## src/rtl/dm_access_ctrl.sv

```systemverilog
// dm_access_ctrl
// Load/store initiator that sits between the EX stage and a multi-cycle data memory.
// It accepts one instruction at a time. LW/SW become a valid/ready request. A load then
// waits for its response, and the writeback value is presented with a one-cycle strobe.
// A sticky error flag is raised when the memory fails to make progress within TIMEOUT
// cycles of a REQ or WAIT phase.
//
// State table:
//   state | meaning
//   IDLE  | ready for a new instruction; non-memory ops write back from here
//   REQ   | mem_req_valid high, waiting for mem_req_ready
//   WAIT  | load issued, waiting for mem_rsp_valid
//
// Ports:
//   CLK, RST            clock, synchronous active-high reset
//   in_valid, Ins       instruction from EX (op = Ins[31:26])
//   Result, Rdata2      ALU result (word address for LW/SW), store data
//   nextPC              return address for JAL/JALR
//   stall               upstream hold (decoded from state)
//   Wdata, wb_valid     writeback value and its one-cycle strobe
//   err                 sticky timeout flag
//   mem_req_valid/ready request handshake (mem_req_valid decoded from state)
//   mem_we, mem_addr, mem_wdata  request payload, stable while REQ
//   mem_rsp_valid, mem_rdata     load response
module dm_access_ctrl #(
  parameter int         TIMEOUT = 16,
  parameter logic [5:0] OP_LW   = 6'h23,
  parameter logic [5:0] OP_SW   = 6'h2b,
  parameter logic [5:0] OP_JAL  = 6'h03,
  parameter logic [5:0] OP_JALR = 6'h13
) (
  input  logic        CLK,
  input  logic        RST,
  input  logic        in_valid,
  input  logic [31:0] Ins,
  input  logic [31:0] Result,
  input  logic [31:0] Rdata2,
  input  logic [31:0] nextPC,
  output logic        stall,
  output logic [31:0] Wdata,
  output logic        wb_valid,
  output logic        err,
  output logic        mem_req_valid,
  input  logic        mem_req_ready,
  output logic        mem_we,
  output logic [31:0] mem_addr,
  output logic [31:0] mem_wdata,
  input  logic        mem_rsp_valid,
  input  logic [31:0] mem_rdata
);

  typedef enum logic [1:0] {
    S_IDLE = 2'd0,
    S_REQ  = 2'd1,
    S_WAIT = 2'd2
  } state_t;

  // Down-counter loaded with TIMEOUT-1 on entry to REQ/WAIT. Reaching zero without
  // progress means TIMEOUT cycles have been spent in the phase.
  localparam logic [7:0] TC_LOAD = 8'(TIMEOUT - 1);

  state_t     state, state_nxt;
  logic [7:0] cnt;
  logic [5:0] op;
  logic       accept;
  logic       is_mem;
  logic       is_jump;
  logic       expire;
  logic       unused_ins;

  assign op         = Ins[31:26];
  assign unused_ins = ^Ins[25:0];
  assign accept     = in_valid && (state == S_IDLE);
  assign is_mem     = (op == OP_LW) || (op == OP_SW);
  assign is_jump    = (op == OP_JAL) || (op == OP_JALR);
  assign expire     = (cnt == 8'd0);

  // state register
  always_ff @(posedge CLK) begin
    if (RST) state <= S_IDLE;
    else     state <= state_nxt;
  end

  // next-state logic; a progress event takes priority over expiry
  always_comb begin
    state_nxt = state;
    case (state)
      S_IDLE: if (accept && is_mem) state_nxt = S_REQ;
      S_REQ: begin
        if (mem_req_ready) state_nxt = mem_we ? S_IDLE : S_WAIT;
        else if (expire)   state_nxt = S_IDLE;
      end
      S_WAIT: begin
        if (mem_rsp_valid) state_nxt = S_IDLE;
        else if (expire)   state_nxt = S_IDLE;
      end
      default: state_nxt = S_IDLE;
    endcase
  end

  // state-decoded outputs
  always_comb begin
    stall         = 1'b0;
    mem_req_valid = 1'b0;
    if (state != S_IDLE) stall = 1'b1;
    if (state == S_REQ)  mem_req_valid = 1'b1;
  end

  // registered outputs and timeout counter
  always_ff @(posedge CLK) begin
    if (RST) begin
      Wdata     <= '0;
      wb_valid  <= 1'b0;
      err       <= 1'b0;
      mem_we    <= 1'b0;
      mem_addr  <= '0;
      mem_wdata <= '0;
      cnt       <= '0;
    end else begin
      wb_valid <= 1'b0;
      case (state)
        S_IDLE: begin
          if (accept) begin
            if (is_mem) begin
              mem_addr  <= Result;
              mem_wdata <= Rdata2;
              mem_we    <= (op == OP_SW);
              cnt       <= TC_LOAD;
            end else begin
              Wdata    <= is_jump ? nextPC : Result;
              wb_valid <= 1'b1;
            end
          end
        end
        S_REQ: begin
          if (mem_req_ready) begin
            cnt <= TC_LOAD;
          end else if (expire) begin
            err <= 1'b1;
            if (!mem_we) begin
              Wdata    <= '0;
              wb_valid <= 1'b1;
            end
          end else begin
            cnt <= cnt - 8'd1;
          end
        end
        S_WAIT: begin
          if (mem_rsp_valid) begin
            Wdata    <= mem_rdata;
            wb_valid <= 1'b1;
          end else if (expire) begin
            err      <= 1'b1;
            Wdata    <= '0;
            wb_valid <= 1'b1;
          end else begin
            cnt <= cnt - 8'd1;
          end
        end
        default: ;
      endcase
    end
  end

endmodule

```

## config.mk

```make
export PLATFORM = sky130hd
export DESIGN_NAME = dm_access_ctrl
export DESIGN_NICKNAME = d
export VERILOG_FILES = /design/src/rtl/dm_access_ctrl.sv
export SDC_FILE = /design/constraint.sdc
export NUM_CORES = 1
export LEC_CHECK = 0
export BUFFER_PORTS_ARGS = -buffer_cell sky130_fd_sc_hd__buf_2
export CAP_MARGIN = 20
export CORE_ASPECT_RATIO = 1.75
export CORE_UTILIZATION = 50
export DETAILED_ROUTE_END_ITERATION = 8
export PLACE_DENSITY = 0.91
export SLEW_MARGIN = 20
export SYNTH_ARGS = -nofsm -noshare
export SYNTH_HDL_FRONTEND = slang
export SYNTH_SLANG_ARGS = --single-unit
```

## constraint.sdc

```tcl
create_clock -name CLK -period 4.5 [get_ports CLK]
set_input_delay 0.675 -clock CLK [delete_from_list [all_inputs] [get_ports CLK]]
set_output_delay 0.675 -clock CLK [all_outputs]
set_load 0.005 [all_outputs]
```

==> results.rst <==
.. list-table::
   :header-rows: 1

   * - Metric
     - Value
   * - Number of standard-cell rows in the floorplan
     - 50
   * - Number of synthesized flops with an enable pin
     - 0
   * - Design area
     - slightly above 7000 um2
   * - CP Max Fanout
     - 33
   * - Maximum vdd drop
     - ~260 uV
   * - Final-report max-slew violation count
     - 0
   * - Share of synthesized area occupied by flip-flops and latches
     - between 30% and 40%
   * - Wire length after detailed routing
     - ~18000 um
   * - Total overflow reported by the global router
     - 0
   * - Largest net degree at the start of global routing
     - 66
   * - Buffers on Ports
     - approximately 240
   * - Nets
     - ~1100
   * - Initial standard-cell utilization of the core
     - approximately half
   * - Leakage power summed over all cells
     - about 0.003 uW
   * - Cell-by-cell trace of the critical path
     - inv_1 > ha_1 > and3b_1 > a221oi_4 > buf_4 > o21a_2 > a2111oi_2
   * - Category of the worst setup path launch point
     - flop
   * - H-Tree Level Count
     - 3
   * - Worst flop-to-flop path startpoint
     - state[0]
   * - Setup violators final
     - 0
   * - Global placer's final weighted congestion
     - a little over 0.9
   * - Initial antenna violation count
     - 2
   * - Critical Path Max Stage Delay
     - around 0.95 ns
   * - Die area
     - 11570 um2
   * - WP data arrival
     - ~3.2 ns
   * - Tot Pwr
     - approximately 2200 uW
   * - Path length in cells of the critical path
     - 7
   * - TritonCTS clock tree
     - done
   * - Cell family with most CP delay
     - compound AO/OA/AOI/OAI gates
   * - Most instantiated flip-flop cell in the synthesis netlist
     - dfxtp_1
   * - Synth warn
     - 0
   * - Required time worst endpoint
     - around 4.7 ns
   * - Iter 0 DRT Violations
     - between 300 and 400
   * - I/O pin count
     - about 270
   * - Critical path class
     - reg -> reg
   * - Post-Synthesis Mean Instance Area
     - 7.958 um2
   * - Share of synthesized registers carrying an async set or reset
     - 0%
   * - Num Clock Sinks
     - around 110
   * - DR vias/cell
     - 5.867
   * - Final ANT Viol Nets
     - 0
   * - Chip Height
     - between 100 and 150 um
   * - Result of the run
     - finished clean
   * - Total nets after synthesis
     - 870
   * - Post-synthesis sequential element count
     - 109
   * - Gates resized, CTS repair
     - 0
   * - Clk Latency, worst-skew pair
     - around 0.34 ns
   * - Routed wire length per instance
     - ~17 um
   * - Endpoint of the most critical setup path
     - Wdata[13]
   * - Endpoint kind of the worst setup timing path
     - flop
   * - Overall track demand over capacity in global routing
     - a little under a third
   * - HPWL after detailed placement
     - around 12000 um
   * - Number of different library cells in the post-synthesis netlist
     - between 40 and 50
   * - DIE WIDTH
     - slightly above 80 um
   * - Via count of the first global-routing pass
     - roughly 5800
   * - Core Region
     - about 11000 um2
   * - Worst min path class
     - reg -> reg
   * - Final Critical Period
     - 3.035 ns
   * - Routed via count
     - ~6100
   * - Flop2flop setup slack
     - about 1.5 ns
   * - Post-route DRC
     - 0
   * - Worst setup skew after layout
     - between 0.009 and 0.01 ns
   * - Fraction of layout instances using a drive strength above 1
     - ~34%
   * - Final Hold Vio Count
     - 0
   * - Detailed Routing Iterations Pass 1
     - 5
   * - Area growth from synthesis to layout
     - 26.81%
   * - Destination of the worst register-to-register timing path
     - Wdata[13]
   * - Register-to-Register Path Depth
     - 7
   * - Placement-stage cell area
     - 6718 um2
   * - Total Neg Setup Slack
     - 0 ns
   * - Unrepaired setup endpoints after global routing
     - false
   * - Setup bufs post-CTS
     - 0
   * - Power per Cell Area
     - just over 300 nW/um2
   * - Crit share post-route
     - about two thirds
   * - Inserted Clock Buffers
     - 9
   * - Critical Path Start
     - state[0]
   * - Synthesized instance count
     - ~700
   * - Number of buffers inserted for hold repair after clock tree synthesis
     - 0
   * - Cell area after synthesis
     - between 5000 and 6000 um2
   * - CTS clk-pin slew, worst paths
     - 0.07 ns
   * - Root buffer cell
     - clkbuf_16
   * - Normalized max-slew margin
     - 27.37%
   * - Number of buffers and inverters on the critical path
     - 2
   * - Worst slew pin tran
     - roughly 1.1 ns
   * - Max-capacitance violation count
     - 0
   * - Max Clk Rate
     - 329.5 MHz
   * - Critical path's slowest cell
     - o21a_2
   * - First-pass GRT wire length
     - around 27000 um
   * - Number of buffers on the longest clock path
     - 2
## through the flow
stage               util, %  worst slack, ns  instances  hold WS, ns
floorplan                 -            2.464        699       0.4527
global placement      62.43            1.416       1016       0.4383
detailed placement    62.43            1.385       1016       0.4431
CTS                   65.51            1.480       1032       0.4536
global route          65.56            1.306       1034       0.4702
finish                65.56            1.465       1034       0.4524
## area by class of cell
type	instances	area (um2)
clock inverter	6	92.59
fill	942	3706
antenna	2	5.005
inverter	45	168.9
tap	130	162.7
sequential	109	2182
timing repair buffer	249	1274
clock buffer	10	239.0
multi-input combinational	483	2930
## registers in the layout (all words and copies together), names as in the netlist
signal and cells:
cnt 8, wb_valid 1, err 1, mem_addr 32, state 2, mem_we 1, mem_wdata 32, Wdata 32
## logic make-up after synthesis
family | Yosys count | share of synthesized area (%)
fa+ha+maj | 6 | 1.349
flops | 109 | 39.23
buf+inv | 107 | 8.389
simple gates | 311 | 25.42
compound gates | 166 | 25.62
## worst min path at each step
stage	from	to	slack, ns	cells past startpoint
4_1_cts	mem_wdata[24]	mem_wdata[24]	0.45	2
3_5_place_dp	mem_wdata[12]	mem_wdata[12]	0.44	2
6_report	mem_wdata[12]	mem_wdata[12]	0.45	2
2_1_floorplan	mem_addr[0]	mem_addr[0]	0.45	2
3_3_place_gp	mem_wdata[31]	mem_wdata[31]	0.44	2
5_1_grt	mem_wdata[27]	mem_wdata[27]	0.47	2
## cells in the mapped netlist, drive strengths merged (2+ instances only)
master,instances,area [um2]
nor2,41,170.2
a31oi,4,25.02
o31ai,2,15.01
nor3,37,185.2
a211o,2,18.77
inv,45,168.9
a21oi,71,355.3
dfxtp,109,2182
nand2,178,668.1
ha,6,75.07
and2,2,12.51
o311a,33,330.3
nand2b,3,26.27
o32ai,6,52.55
a2111oi,32,475.5
a221oi,3,38.79
nand3,3,15.01
nand4,33,206.5
or4,2,18.77
buf,23,151.4
and3b,2,17.52
a211oi,7,52.55
clkbuf,39,146.4
or3b,2,17.52
## tightest hold or removal path: stages (launching register included)
cell	delay, ns
dfxtp_1	0.31
nand2_1	0.05
a21oi_1	0.05
## cells in the final DEF, fill, tap and decap left out, drive strengths merged, types with 3 or more instances in the layout
cell type and n:
o32ai 6, a31oi 4, a221oi 3, a211oi 7, o311a 33, nand3 3
dfxtp 109, nand4 33, buf 249, clkbuf 10, nand2 178, nor2 41
a2111oi 32, nand2b 3, nor3 37, inv 47, a21oi 71, ha 6
## report_power, final
| part | leakage (uW) | internal [uW] | switching [uW] |
|---|---|---|---|
| Clock | 0.000156 | 508 | 374 |
| Combinational | 0.00200 | 129 | 160 |
| Sequential | 0.000887 | 994 | 21.9 |
| Total | 0.00304 | 1630 | 556 |
## routing by layer
metal | GRT usage, % | routed length [um] | vias up
met5 | 0 | 0 | -
met4 | 16.62 | 778 | 0
met3 | 6.688 | 1438 | 62
met2 | 52.46 | 9079 | 308
met1 | 34.55 | 6611 | 2815
li1 | - | - | 2881
No activity file was read; power rests on OpenSTA's default activity.
